<file path="config.mk">
export PLATFORM = sky130hd
export DESIGN_NAME = lsu_port
export DESIGN_NICKNAME = d
export VERILOG_FILES = /design/src/rtl/lsu_port_pkg.sv /design/src/rtl/lsu_load_trim.sv /design/src/rtl/lsu_port.sv
export SDC_FILE = /design/constraint.sdc
export NUM_CORES = 1
export LEC_CHECK = 0
export BUFFER_PORTS_ARGS = -buffer_cell sky130_fd_sc_hd__buf_4
export CELL_PAD_IN_SITES_DETAIL_PLACEMENT = 0
export CELL_PAD_IN_SITES_GLOBAL_PLACEMENT = 1
export CORE_ASPECT_RATIO = 1.1
export CORE_UTILIZATION = 35
export DETAILED_ROUTE_END_ITERATION = 8
export PLACE_DENSITY = 0.79
export REMOVE_ABC_BUFFERS = 1
export SYNTH_ARGS = -nofsm -noshare
export SYNTH_HDL_FRONTEND = slang
export SYNTH_SLANG_ARGS = --single-unit
</file>
<file path="constraint.sdc">
create_clock -name clk -period 2.2 [get_ports clk]
set_input_delay 0.11 -clock clk [delete_from_list [all_inputs] [get_ports clk]]
set_output_delay 0.11 -clock clk [all_outputs]
set_load 0.02 [all_outputs]
</file>
<file path="src/rtl/lsu_port_pkg.sv">
// Shared encodings for the load/store port: control codes, FSM states, timeout default.
package lsu_port_pkg;

   localparam int unsigned TIMEOUT_CYC_DEF = 255;

   localparam logic [2:0] TRIM_LW  = 3'b000;
   localparam logic [2:0] TRIM_LH  = 3'b001;
   localparam logic [2:0] TRIM_LB  = 3'b010;
   localparam logic [2:0] TRIM_LBU = 3'b011;
   localparam logic [2:0] TRIM_LHU = 3'b100;

   localparam logic [3:0] DM_NONE = 4'b0000;
   localparam logic [3:0] DM_SB   = 4'b0001;
   localparam logic [3:0] DM_SH   = 4'b0011;
   localparam logic [3:0] DM_SW   = 4'b1111;

   typedef enum logic [1:0] {
      IDLE = 2'b00,
      BUSY = 2'b01,
      RESP = 2'b10
   } lsu_state_e;

endpackage

</file>
<file path="src/rtl/lsu_load_trim.sv">
// Selects the addressed byte/halfword of a read word and sign- or zero-extends it.
module lsu_load_trim
   import lsu_port_pkg::*;
(
   input  logic [31:0] word_i,
   input  logic [1:0]  off_i,
   input  logic [2:0]  trim_i,
   output logic [31:0] data_o
);

   logic [7:0]  byte_sel;
   logic [15:0] half_sel;

   always_comb begin
      byte_sel = 8'(word_i >> {off_i, 3'b000});
      half_sel = off_i[1] ? word_i[31:16] : word_i[15:0];
      case (trim_i)
         TRIM_LB:  data_o = {{24{byte_sel[7]}}, byte_sel};
         TRIM_LBU: data_o = {24'd0, byte_sel};
         TRIM_LH:  data_o = {{16{half_sel[15]}}, half_sel};
         TRIM_LHU: data_o = {16'd0, half_sel};
         TRIM_LW:  data_o = word_i;
         default:  data_o = word_i;  // reserved codes behave as LW
      endcase
   end

endmodule

</file>
<file path="src/rtl/lsu_port.sv">
// Load/store port: accepts one memory-stage operation, drives a held bus request, returns a trimmed response.
module lsu_port
   import lsu_port_pkg::*;
#(
   parameter int unsigned TIMEOUT_CYC = TIMEOUT_CYC_DEF
) (
   input  logic        clk,
   input  logic        rst,
   input  logic        req_valid,
   output logic        req_ready,
   input  logic        is_load,
   input  logic [3:0]  dm_ctl,
   input  logic [2:0]  trim_ctl,
   input  logic [31:0] addr,
   input  logic [31:0] wdata,
   output logic        rsp_valid,
   output logic [31:0] rsp_rdata,
   output logic        misalign_err,
   output logic        bus_err,
   output logic        mem_req,
   output logic        mem_we,
   output logic [3:0]  mem_be,
   output logic [29:0] mem_addr,
   output logic [31:0] mem_wdata,
   input  logic [31:0] mem_rdata,
   input  logic        mem_ack
);

   localparam int unsigned CNT_W = (TIMEOUT_CYC < 2) ? 1 : $clog2(TIMEOUT_CYC + 1);

   lsu_state_e       state_q, state_d;
   logic [31:0]      addr_q, wdata_q, rdata_q, trimmed;
   logic [3:0]       be_q, be_d;
   logic [31:0]      wdata_d;
   logic [2:0]       trim_q;
   logic             load_q, we_q, mis_q, berr_q;
   logic [CNT_W-1:0] cnt_q, cnt_inc;
   logic             accept, misalign, timeout_hit;

   assign accept      = (state_q == IDLE) && req_valid && (is_load || (dm_ctl != DM_NONE));
   assign cnt_inc     = cnt_q + 1'b1;
   assign timeout_hit = (cnt_inc == CNT_W'(TIMEOUT_CYC));

   always_comb begin
      misalign = 1'b0;
      be_d     = is_load ? 4'b1111 : 4'(dm_ctl << addr[1:0]);
      wdata_d  = wdata;
      if (is_load) begin
         case (trim_ctl)
            TRIM_LH, TRIM_LHU: misalign = addr[0];
            TRIM_LB, TRIM_LBU: misalign = 1'b0;
            default:           misalign = |addr[1:0];
         endcase
      end else begin
         case (dm_ctl)
            DM_SH:   misalign = addr[0];
            DM_SW:   misalign = |addr[1:0];
            default: misalign = 1'b0;
         endcase
      end
      case (dm_ctl)
         DM_SB:   wdata_d = {4{wdata[7:0]}};
         DM_SH:   wdata_d = {2{wdata[15:0]}};
         default: wdata_d = wdata;
      endcase
   end

   always_ff @(posedge clk) begin
      if (rst) state_q <= IDLE;
      else     state_q <= state_d;
   end

   always_comb begin
      state_d = state_q;
      case (state_q)
         IDLE: if (accept) state_d = misalign ? RESP : BUSY;
         BUSY: if (mem_ack || timeout_hit) state_d = RESP;
         RESP: state_d = IDLE;
         default: state_d = IDLE;
      endcase
   end

   always_ff @(posedge clk) begin
      if (rst) begin
         addr_q  <= '0;
         wdata_q <= '0;
         rdata_q <= '0;
         be_q    <= '0;
         trim_q  <= '0;
         load_q  <= 1'b0;
         we_q    <= 1'b0;
         mis_q   <= 1'b0;
         berr_q  <= 1'b0;
         cnt_q   <= '0;
      end else if (accept) begin
         addr_q  <= addr;
         wdata_q <= wdata_d;
         rdata_q <= '0;
         be_q    <= be_d;
         trim_q  <= trim_ctl;
         load_q  <= is_load;
         we_q    <= ~is_load;
         mis_q   <= misalign;
         berr_q  <= 1'b0;
         cnt_q   <= '0;
      end else if (state_q == BUSY) begin
         if (mem_ack) begin
            rdata_q <= mem_rdata;
         end else begin
            cnt_q <= cnt_inc;
            if (timeout_hit) berr_q <= 1'b1;
         end
      end
   end

   lsu_load_trim u_trim (
      .word_i (rdata_q),
      .off_i  (addr_q[1:0]),
      .trim_i (trim_q),
      .data_o (trimmed)
   );

   always_comb begin
      req_ready    = (state_q == IDLE);
      mem_req      = (state_q == BUSY);
      rsp_valid    = (state_q == RESP);
      misalign_err = (state_q == RESP) && mis_q;
      bus_err      = (state_q == RESP) && berr_q;
      rsp_rdata    = ((state_q == RESP) && load_q && !mis_q && !berr_q) ? trimmed : '0;
      mem_we       = we_q;
      mem_be       = be_q;
      mem_addr     = addr_q[31:2];
      mem_wdata    = wdata_q;
   end

endmodule

</file>
==> flow_summary.yaml, run 1 <==
floorplanning:
  core_area_um2: 15800
  pin_count: 212
  die_w_um: 124
  fp-row-count: 48
  dieArea_um2: 16800
  fp.dieH_um: 136
  floorplan.initialDensity_pct: 36.2
synth:
  yosys-mux-area-fraction_pct: 4.95
  synth_edf_count: 0
  yosys.area_share.simple_pct: 21.6
  synth_top_family_by_area: "compound AO/OA/AOI/OAI gates"
  synth-compound-area-share_pct: 21.8
  async_reset_ff_share_pct: 0
  netlist_area_um2: 5710
  postSynthAreaPerCell_um2: 7.78
  synth_cells: 734
  synth_cell_type_count: 51
  synthAdderAreaFrac_pct: 0.438
  synth_flop_cell: "dfxtp_1"
  yosysWarningCount: 0
  ys_ff_latch: 117
  synth_xor_area_share_pct: 1.38
  ys_seq_area_share_pct: 41.0
global_route:
  grt_overflow: 0
  grt.total_usage_pct: 21.1
  grt_max_degree: 64
  use_met1_pct: 25.7
  busiest_layer: "met2"
  grt_use_met3_pct: 8.22
  grt_pass1_wl_um: 27800
  grt_pass1_vias: 5610
  antenna_found_initial: 1
  met2_usage_pct: 34.2
sta:
  rsz0062_at_grt: "yes"
  relSlewSlack_pct: 57.0
  layout_setup_ws_ns: -0.0849
  slew_viol_final: 0
  setup_viol: 16
  max_freq_mhz: 438
  worstMarginPinSlew_ns: 0.645
  fin_worst_skew_ns: 0.00955
  min_period_ns: 2.28
  hold_viol: 0
  fin_setup_tns_ns: -1.12
  period_share_pct: 104
final_layout:
  fin_nets: 1090
  final_area_um2: 8840
  diodes: 0
  syn2layout_area_growth_pct: 54.7
  fin_util_pct: 56.0
  fin_cells: 1193
  final_layout_size_suffix_gt1_share_pct: 30.2
route:
  routed_wl_um: 17800
  first_iter_violations: 264
  vias: 5845
  drc_errors: 0
  final_antenna_net_count: 0
  wire_per_inst_um: 14.9
  via_per_inst: 4.90
  firstDrtPassIters: 5
clock_tree:
  cts_tree: "done"
  clk_pin_slew_ns: 0.06
  h-tree-depth: 4
  clk_latency_ns: 0.41
  clk_path_buf_depth: 2
  numCtsBuffers: 17
  ctsRootBufferMaster: "clkbuf_16"
  cts.sinks: 117
critical_path:
  crit_required_ns: 2.09
  startpoint_type: "flip-flop"
  cp-end-kind: "output pin"
  max_stage_delay_ns: 0.51
  criticalPathCategory: "reg -> out"
  cp_max_fo: 13
  cp_cell_sequence: "mux4_2, or2_1, a21oi_2, a211oi_4, buf_12, o21a_1, buf_6"
  crit_arrival_ns: 2.17
  cp_slowest_cell: "mux4_2"
status:
  outcome: "finished with violations"
  violations: "setup timing"
placement:
  dp.final_hpwl_um: 11900
  routabilityCongestion: 0.774
  placedCellCount: 1081
  post-place-ws_ns: -0.0475
  placed_cell_area_um2: 7290
  io_buffers: 211
pwr:
  p_leak_nw: 3.67
  ir_worst_vdd_uv: 521
  cellPowerDensity_nw_per_um2: 752
worst_hold_path:
  hold_path_class: "in -> reg"
job:
  maxCapViolCount: 0
[metal layers]
metal | routed length [um] | part of all wire, %
met1 | 7870 | 44
met2 | 8110 | 46
met3 | 1640 | 9.3
met4 | 139 | 0.78
met5 | 10 | 0.056
[cell type report]
type,instances,area [um^2]
Clock buffer,20,447
Clock inverter,12,203
Fill cell,1451,6960
Inverter,3,11.3
Multi-Input combinational cell,526,2920
Sequential cell,117,2340
Tap cell,200,250
Timing Repair Buffer,315,2660
[path summary, 6_finish.rpt]
kind | startpoint | end | slack, ns | cells past startpoint
worst max-delay path | addr_q[0]$_SDFFE_PP0P_ | rsp_rdata[20] | -0.08 | 7
worst min-delay path | wdata[29] | mem_wdata[29]$_SDFFE_PP0P_ | 0.03 | 3
worst max register to register | cnt_q[0]$_SDFFE_PP0P_ | berr_q$_SDFFE_PP0P_ | 0.22 | 5
worst min register to register | mem_wdata[24]$_SDFFE_PP0P_ | mem_wdata[24]$_SDFFE_PP0P_ | 0.45 | 2
[flip-flops by register name, indices dropped and copies added (netlist names)]
name / cells
mem_we: 1
state_q: 2
load_q: 1
cnt_q: 8
mem_wdata: 32
mis_q: 1
rdata_q: 32
berr_q: 1
mem_be: 4
addr_q: 32
trim_q: 3
[cell families (layout without fill, tap and decap cells)]
group,Yosys count,count (layout)
and+or+nand+nor,287,287
AOI/OAI and AO/OA,201,201
DFF,117,117
buffers and inverters,91,350
muxes,27,27
xor gates and xnor gates,9,9
adders and majority gates,2,2
[what timing repair did]
action	CTS	global route
pin swaps	2	0
gates resized for setup	23	5
hold buffers	74	0
setup buffers	5	1
setup endpoints to repair	25	32
hold endpoints to repair	74	0
[synthesized netlist by cell type (5+ instances only)]
| master | n | area (um^2) |
|---|---|---|
| buf_2 | 11 | 55.1 |
| nand2_1 | 191 | 717 |
| buf_6 | 5 | 56.3 |
| and2_1 | 5 | 31.3 |
| nor3_1 | 15 | 75.1 |
| o21a_1 | 18 | 135 |
| o221a_2 | 8 | 90.1 |
| dfxtp_1 | 117 | 2340 |
| buf_4 | 30 | 225 |
| mux2i_1 | 26 | 260 |
| o21ai_0 | 12 | 60.1 |
| a211oi_1 | 11 | 82.6 |
| nor2b_1 | 5 | 31.3 |
| clkbuf_1 | 41 | 154 |
| xor2_1 | 5 | 43.8 |
| o211ai_1 | 16 | 120 |
| nand3_1 | 5 | 25.0 |
| nor2_1 | 39 | 146 |
| a21oi_1 | 115 | 576 |
| a21o_1 | 8 | 60.1 |
| nand2b_1 | 7 | 43.8 |
[metrics by stage]
step,power [mW],hold slack [ns]
5_1_grt,6.93,0.0216
4_1_cts,6.71,0.0105
6_report,6.65,0.0308
3_5_place_dp,3.53,0.364
3_3_place_gp,3.52,0.358
2_1_floorplan,2.92,0.179
[where the power goes]
part | switching (mW) | internal, mW | leakage (nW)
combinational | 0.688 | 0.593 | 2.40
sequential | 0.0840 | 2.25 | 0.957
clock | 0.991 | 2.04 | 0.314
[critical path, delay by kind of cell (launching register included)]
family / cells / cell delay [ns]
mux: 1 / 0.51
flops: 1 / 0.33
compound gates: 3 / 0.39
simple gates: 1 / 0.24
buf+inv: 2 / 0.29
[placed cells by master, fill, tap and decap left out, types with 5 or more instances in the layout]
master / instances
a211oi_1: 11
a21o_1: 8
a21oi_1: 114
buf_4: 220
buf_6: 17
bufinv_16: 5
clkbuf_16: 17
dfxtp_1: 115
dlygate4sd3_1: 74
mux2i_1: 26
nand2_1: 189
nand2b_1: 7
nand3_1: 5
nor2_1: 38
nor2b_1: 5
nor3_1: 15
o211ai_1: 16
o21a_1: 18
o21ai_0: 12
o221a_2: 8
xor2_1: 5
Note: power is estimated with default switching activity, not from simulation.
==> run 2: changes to the inputs <==
CORE_MARGIN = 4   (was not set)
CORE_UTILIZATION = 32   (was 35)
HOLD_SLACK_MARGIN = 0.05   (was not set)
PLACE_DENSITY = 0.76   (was 0.79)
clock period = 1.9 ns   (was 2.2 ns; I/O delays follow)
==> run 2 against run 1 <==
  * The flow still finishes with violations (setup timing)
  * Clock-buffer cell count down 1
  * Design area up 8.8%
  * Register-to-register slack worse by 0.17 ns
  * Power up 18%
  * Largest cell class is now non-clock buffers
  * Wire length up 12%
  * Non-clock buffer count up 46
  * Sequential power up 15%
  * Critical path type unchanged
  * Cell count up 6.8%
  * Core utilization down 0.24 points
==> flow_summary.yaml, run 2 (same netlist as run 1, synthesis figures left out) <==
status:
  outcome: "finished with violations"
  violations: "setup timing"
placement:
  dp.final_hpwl_um: 12900
  routabilityCongestion: 0.783
  placed_cell_area_um2: 7450
  io_buffers: 211
global_route:
  grt_max_degree: 72
  grt_pass1_wl_um: 31200
  antenna_found_initial: 1
  grt_pass1_vias: 5931
  grt.total_usage_pct: 19.3
  grt_overflow: 0
route:
  final_antenna_net_count: 0
  firstDrtPassIters: 4
  routed_wl_um: 19900
  drc_errors: 0
  vias: 6059
  via_per_inst: 4.76
  wire_per_inst_um: 15.6
  first_iter_violations: 204
sta:
  setup_viol: 25
  hold_viol: 0
  min_period_ns: 2.28
  worstMarginPinSlew_ns: 0.458
  rsz0062_at_grt: "yes"
  fin_worst_skew_ns: 0.0103
  period_share_pct: 120
  relSlewSlack_pct: 69.4
  slew_viol_final: 0
  max_freq_mhz: 439
  layout_setup_ws_ns: -0.376
  holdWs_ns: 0.0708
floorplanning:
  die_w_um: 135
  floorplan.initialDensity_pct: 33.1
  fp-row-count: 50
  pin_count: 212
  dieArea_um2: 20100
  fp.dieH_um: 148
  core_area_um2: 17300
clock_tree:
  clk_path_buf_depth: 2
  clk_latency_ns: 0.41
  numCtsBuffers: 17
  cts_tree: "done"
  cts.sinks: 117
  h-tree-depth: 4
  clk_pin_slew_ns: 0.06
  ctsRootBufferMaster: "clkbuf_16"
critical_path:
  rrSetupSlack_ns: 0.05
  timing.rr.start: "cnt_q[0]$_SDFFE_PP0P_"
  worst-path-buf-inv: 2
  startpoint_type: "flip-flop"
  crit_arrival_ns: 2.18
  cp-end-kind: "output pin"
  crit_required_ns: 1.80
  max_stage_delay_ns: 0.50
  worst-path-stages: 7
  criticalPathCategory: "reg -> out"
  cpLargestDelayFamily: "multiplexers"
  cp_slowest_cell: "mux4_2"
  reg2reg_depth: 6
  cp_max_fo: 16
  cp_cell_sequence: "mux4_2, or2_1, a21oi_2, a211oi_4, buf_12, o21a_1, buf_6"
  r2r_end: "berr_q$_SDFFE_PP0P_"
pwr:
  total_power_mw: 7.82
  power.switching_mw: 2.20
  p_seq_share_pct: 34.5
  p_clk_share_pct: 43.1
  power_frac_comb_pct: 22.4
  internal_power_mw: 5.62
  ir_worst_vdd_uv: 626
  switching_share_pct: 28.1
  cellPowerDensity_nw_per_um2: 813
  p_leak_nw: 3.96
final_layout:
  final_layout_size_suffix_gt1_share_pct: 34.6
  nFillCells: 1587
  layout_commonest_cell: "buf_4"
  final_cell_mix: "buf_4 (223), nand2_1 (189), dfxtp_1 (110)"
  fin_nets: 1136
  final_area_um2: 9620
  syn2layout_area_growth_pct: 68.4
worst_hold_path:
  min_delay_worst_endpoint: "mem_wdata[21]$_SDFFE_PP0P_"
  hold_path_class: "in -> reg"
  hp-start: "wdata[21]"
  whs_path_depth: 3
job:
  maxCapViolCount: 0
run 2: through the flow:
step                      setup TNS, ns  setup slack [ns]  std cells  utilization, %
after floorplan                 -117.48             -1.41        646               -
after global placement            -6.14            -0.289       1126            43.2
after detailed placement          -6.76            -0.325       1126            43.2
after CTS                         -7.72            -0.353       1267            54.4
after global routing             -10.95            -0.453       1274            55.7
final                             -8.77            -0.376       1274            55.7
run 2: repair_timing:
item,4_1_cts,5_1_grt
hold buffers,98,0
endpoints found under the hold margin,100,0
pin swaps,18,28
buffers inserted,9,6
cloned,2,1
endpoints found under the setup margin,33,57
resized for setup,52,49
run 2: routing by layer:
| layer | up-vias | track usage (%) | wire length, um |
|---|---|---|---|
| li1 | 3069 | - | - |
| met1 | 2777 | 23.1 | 8410 |
| met2 | 196 | 31.6 | 9390 |
| met3 | 17 | 8.39 | 1830 |
| met4 | 0 | 5.49 | 282 |
| met5 | - | 0 | 0 |
run 2: area by class of cell:
cell class              instances  area [um^2]  share of cell area, %
well taps                     234          293                   3.04
clock buffers                  19          453                   4.71
multi-input cells             526         3100                   32.2
clock inverters                13          173                   1.79
repair buffers                361         3220                   33.5
flip-flops and latches        117         2360                   24.6
diodes                          1         2.50                 0.0260
inverters                       3         13.8                  0.143
run 2: worst max-delay path by stage:
| stage | from | to |
|---|---|---|
| after floorplan | state_q[1]$_SDFFE_PP0P_ | state_q[0]$_SDFFE_PP0P_ |
| final | addr_q[0]$_SDFFE_PP0P_ | rsp_rdata[30] |
| after global routing | addr_q[0]$_SDFFE_PP0P_ | rsp_rdata[30] |
| after detailed placement | addr_q[0]$_SDFFE_PP0P_ | rsp_rdata[19] |
| after CTS | addr_q[0]$_SDFFE_PP0P_ | rsp_rdata[19] |
| after global placement | addr_q[0]$_SDFFE_PP0P_ | rsp_rdata[16] |
run 2: worst reg2reg max path, stage by stage, from the launching register on:
cell and delay [ns]:
dfxtp_4 0.37, inv_4 0.06, ha_4 0.12, or4b_4 0.45, o22a_1 0.25, a221oi_4 0.36
a31o_2 0.19
run 2: power groups by stage:
| stage | clock network, mW | logic (mW) | registers, mW |
|---|---|---|---|
| final | 3.37 | 1.75 | 2.70 |
| after global routing | 3.56 | 1.90 | 2.72 |
| after CTS | 3.45 | 1.68 | 2.70 |
| after detailed placement | 0 | 1.37 | 2.75 |
| after global placement | 0 | 1.37 | 2.74 |
| after floorplan | 0 | 0.492 | 2.89 |
==> run 3: changes to the inputs <==
REMOVE_ABC_BUFFERS = not set   (was 1)
==> run 3 against run 2 <==
  * The flow still finishes with violations (setup timing)
  * Combinational power hardly changed
  * Global-route usage about the same
  * Die area unchanged
  * Wire length hardly changed
  * Maximum frequency rose by 1.2%
  * Non-clock buffer count shrank 1
  * Critical path depth stayed put
  * Worst setup slack gained 0.028 ns
  * Flip-flop and latch count stayed put
  * Sequential share of layout area about the same
  * Design area rose by 0.16%
  * Clock-buffer cell count increased by 1
  * Critical path type unchanged
  * Critical endpoint is now rsp_rdata[14]
  * Highest routed layer unchanged
==> flow_summary.yaml, run 3 (same netlist as run 1, synthesis figures left out) <==
status:
  outcome: "finished with violations"
  violations: "setup timing"
route:
  routed_wl_um: 19900
  via_per_inst: 4.84
  final_antenna_net_count: 0
  firstDrtPassIters: 5
  wire_per_inst_um: 15.6
  vias: 6161
  first_iter_violations: 294
  drc_errors: 0
sta:
  max_freq_mhz: 445
  setup_viol: 26
  worstMarginPinSlew_ns: 0.451
  fin_setup_tns_ns: -8.13
  relSlewSlack_pct: 70.0
  fin_worst_skew_ns: 0.0109
  slew_viol_final: 0
  period_share_pct: 118
  min_period_ns: 2.25
  layout_setup_ws_ns: -0.347
  rsz0062_at_grt: "yes"
  hold_viol: 0
global_route:
  grt_max_degree: 62
  grt_pass1_wl_um: 31300
  grt_pass1_vias: 5982
  antenna_found_initial: 0
  grt.total_usage_pct: 19.3
  grt_overflow: 0
placement:
  io_buffers: 211
  routabilityCongestion: 0.872
  placed_cell_area_um2: 7420
  dp.final_hpwl_um: 12900
clock_tree:
  clk_latency_ns: 0.42
  clk_path_buf_depth: 2
  clk_pin_slew_ns: 0.06
  h-tree-depth: 4
  cts_tree: "done"
  ctsRootBufferMaster: "clkbuf_16"
  numCtsBuffers: 17
  cts.sinks: 117
floorplanning:
  die_w_um: 135
  pin_count: 212
  floorplan.initialDensity_pct: 33.1
  fp-row-count: 50
  dieArea_um2: 20100
  fp.dieH_um: 148
  core_area_um2: 17300
pwr:
  cellPowerDensity_nw_per_um2: 803
  ir_worst_vdd_uv: 637
  p_leak_nw: 3.95
worst_hold_path:
  whs_path_depth: 3
  hold_path_class: "in -> reg"
critical_path:
  rrSetupSlack_ns: 0.06
  criticalPathCategory: "reg -> out"
  cp-end-kind: "output pin"
  reg2reg_depth: 5
  startpoint_type: "flip-flop"
  crit_required_ns: 1.80
  cp-endpoint: "rsp_rdata[14]"
  cp_max_fo: 8
  crit_path_start: "addr_q[0]$_SDFFE_PP0P_"
  timing.rr.start: "cnt_q[1]$_SDFFE_PP0P_"
  r2r_end: "berr_q$_SDFFE_PP0P_"
  crit_arrival_ns: 2.15
final_layout:
  syn2layout_area_growth_pct: 68.7
  final_layout_size_suffix_gt1_share_pct: 35.2
  diodes: 0
  final_area_um2: 9640
  fin_nets: 1135
  final_cell_mix: "buf_4 (222), nand2_1 (188), dfxtp_1 (110)"
  nFillCells: 1589
  layout_commonest_cell: "buf_4"
job:
  maxCapViolCount: 0
synth:
  synth_fp_nets: 844
[run 3: cell types whose count changed in the layout (fill, tap and decap cells not counted), moves of 2 or more]
cell	delta
mux2i_2	+4
o21ai_2	-3
dlygate4sd3_1	+2
clkinvlp_4	-3
o21ai_4	+2
mux2i_1	-5
[run 3: power by group]
part	total [mW]	internal, mW	switching (mW)
clock	3.29	2.06	1.23
combinational	1.74	0.860	0.877
sequential	2.71	2.60	0.104
[run 3: final cells by class]
type	count	area [um^2]	area share (%)
well taps	234	293	3.04
inverters	3	11.3	0.117
flip-flops and latches	117	2360	24.5
clock inverters	12	143	1.48
multi-input cells	526	3150	32.7
clock buffers	20	467	4.84
repair buffers	360	3210	33.3
[run 3: worst min path at each step]
| stage | slack [ns] | end | from |
|---|---|---|---|
| CTS | 0.06 | mem_wdata[27]$_SDFFE_PP0P_ | wdata[27] |
| floorplan | 0.23 | rdata_q[27]$_SDFFE_PP0P_ | mem_rdata[27] |
| global placement | 0.34 | addr_q[10]$_SDFFE_PP0P_ | addr[10] |
| finish | 0.07 | mem_wdata[27]$_SDFFE_PP0P_ | wdata[27] |
| detailed placement | 0.35 | rdata_q[9]$_SDFFE_PP0P_ | mem_rdata[9] |
| global route | 0.06 | mem_wdata[27]$_SDFFE_PP0P_ | wdata[27] |
[run 3: critical path, stage by stage (launching register included)]
cell	delay (ns)
dfxtp_2	0.33
mux4_2	0.50
buf_4	0.15
buf_6	0.11
nor2_4	0.11
o31ai_4	0.10
o221a_2	0.30
buf_6	0.13
[run 3: per-stage QoR]
step                util, %  cells  total power, mW  worst slack, ns  hold WS [ns]
detailed placement     43.0   1123             4.09           -0.217         0.350
global placement       43.0   1123             4.08           -0.145         0.342
floorplan                 -    734             3.54          0.00703         0.228
CTS                    54.0   1263             7.67           -0.350        0.0575
global route           55.8   1272             8.09           -0.445        0.0615
finish                 55.8   1272             7.73           -0.347        0.0651
[run 3: what timing repair did]
item	in CTS	in global routing
hold buffers	100	0
endpoints found under the hold margin	101	0
pin swaps	14	14
gates resized for setup	54	55
buffers inserted	7	10
cloned	1	2
endpoints found under the setup margin	34	60
[run 3: per-layer routing]
metal / track usage [%] / share of wire [%]
met1: 24.1 / 42
met5: 0 / 0
met3: 6.43 / 8.8
met2: 31.5 / 47
met4: 6.05 / 2.3
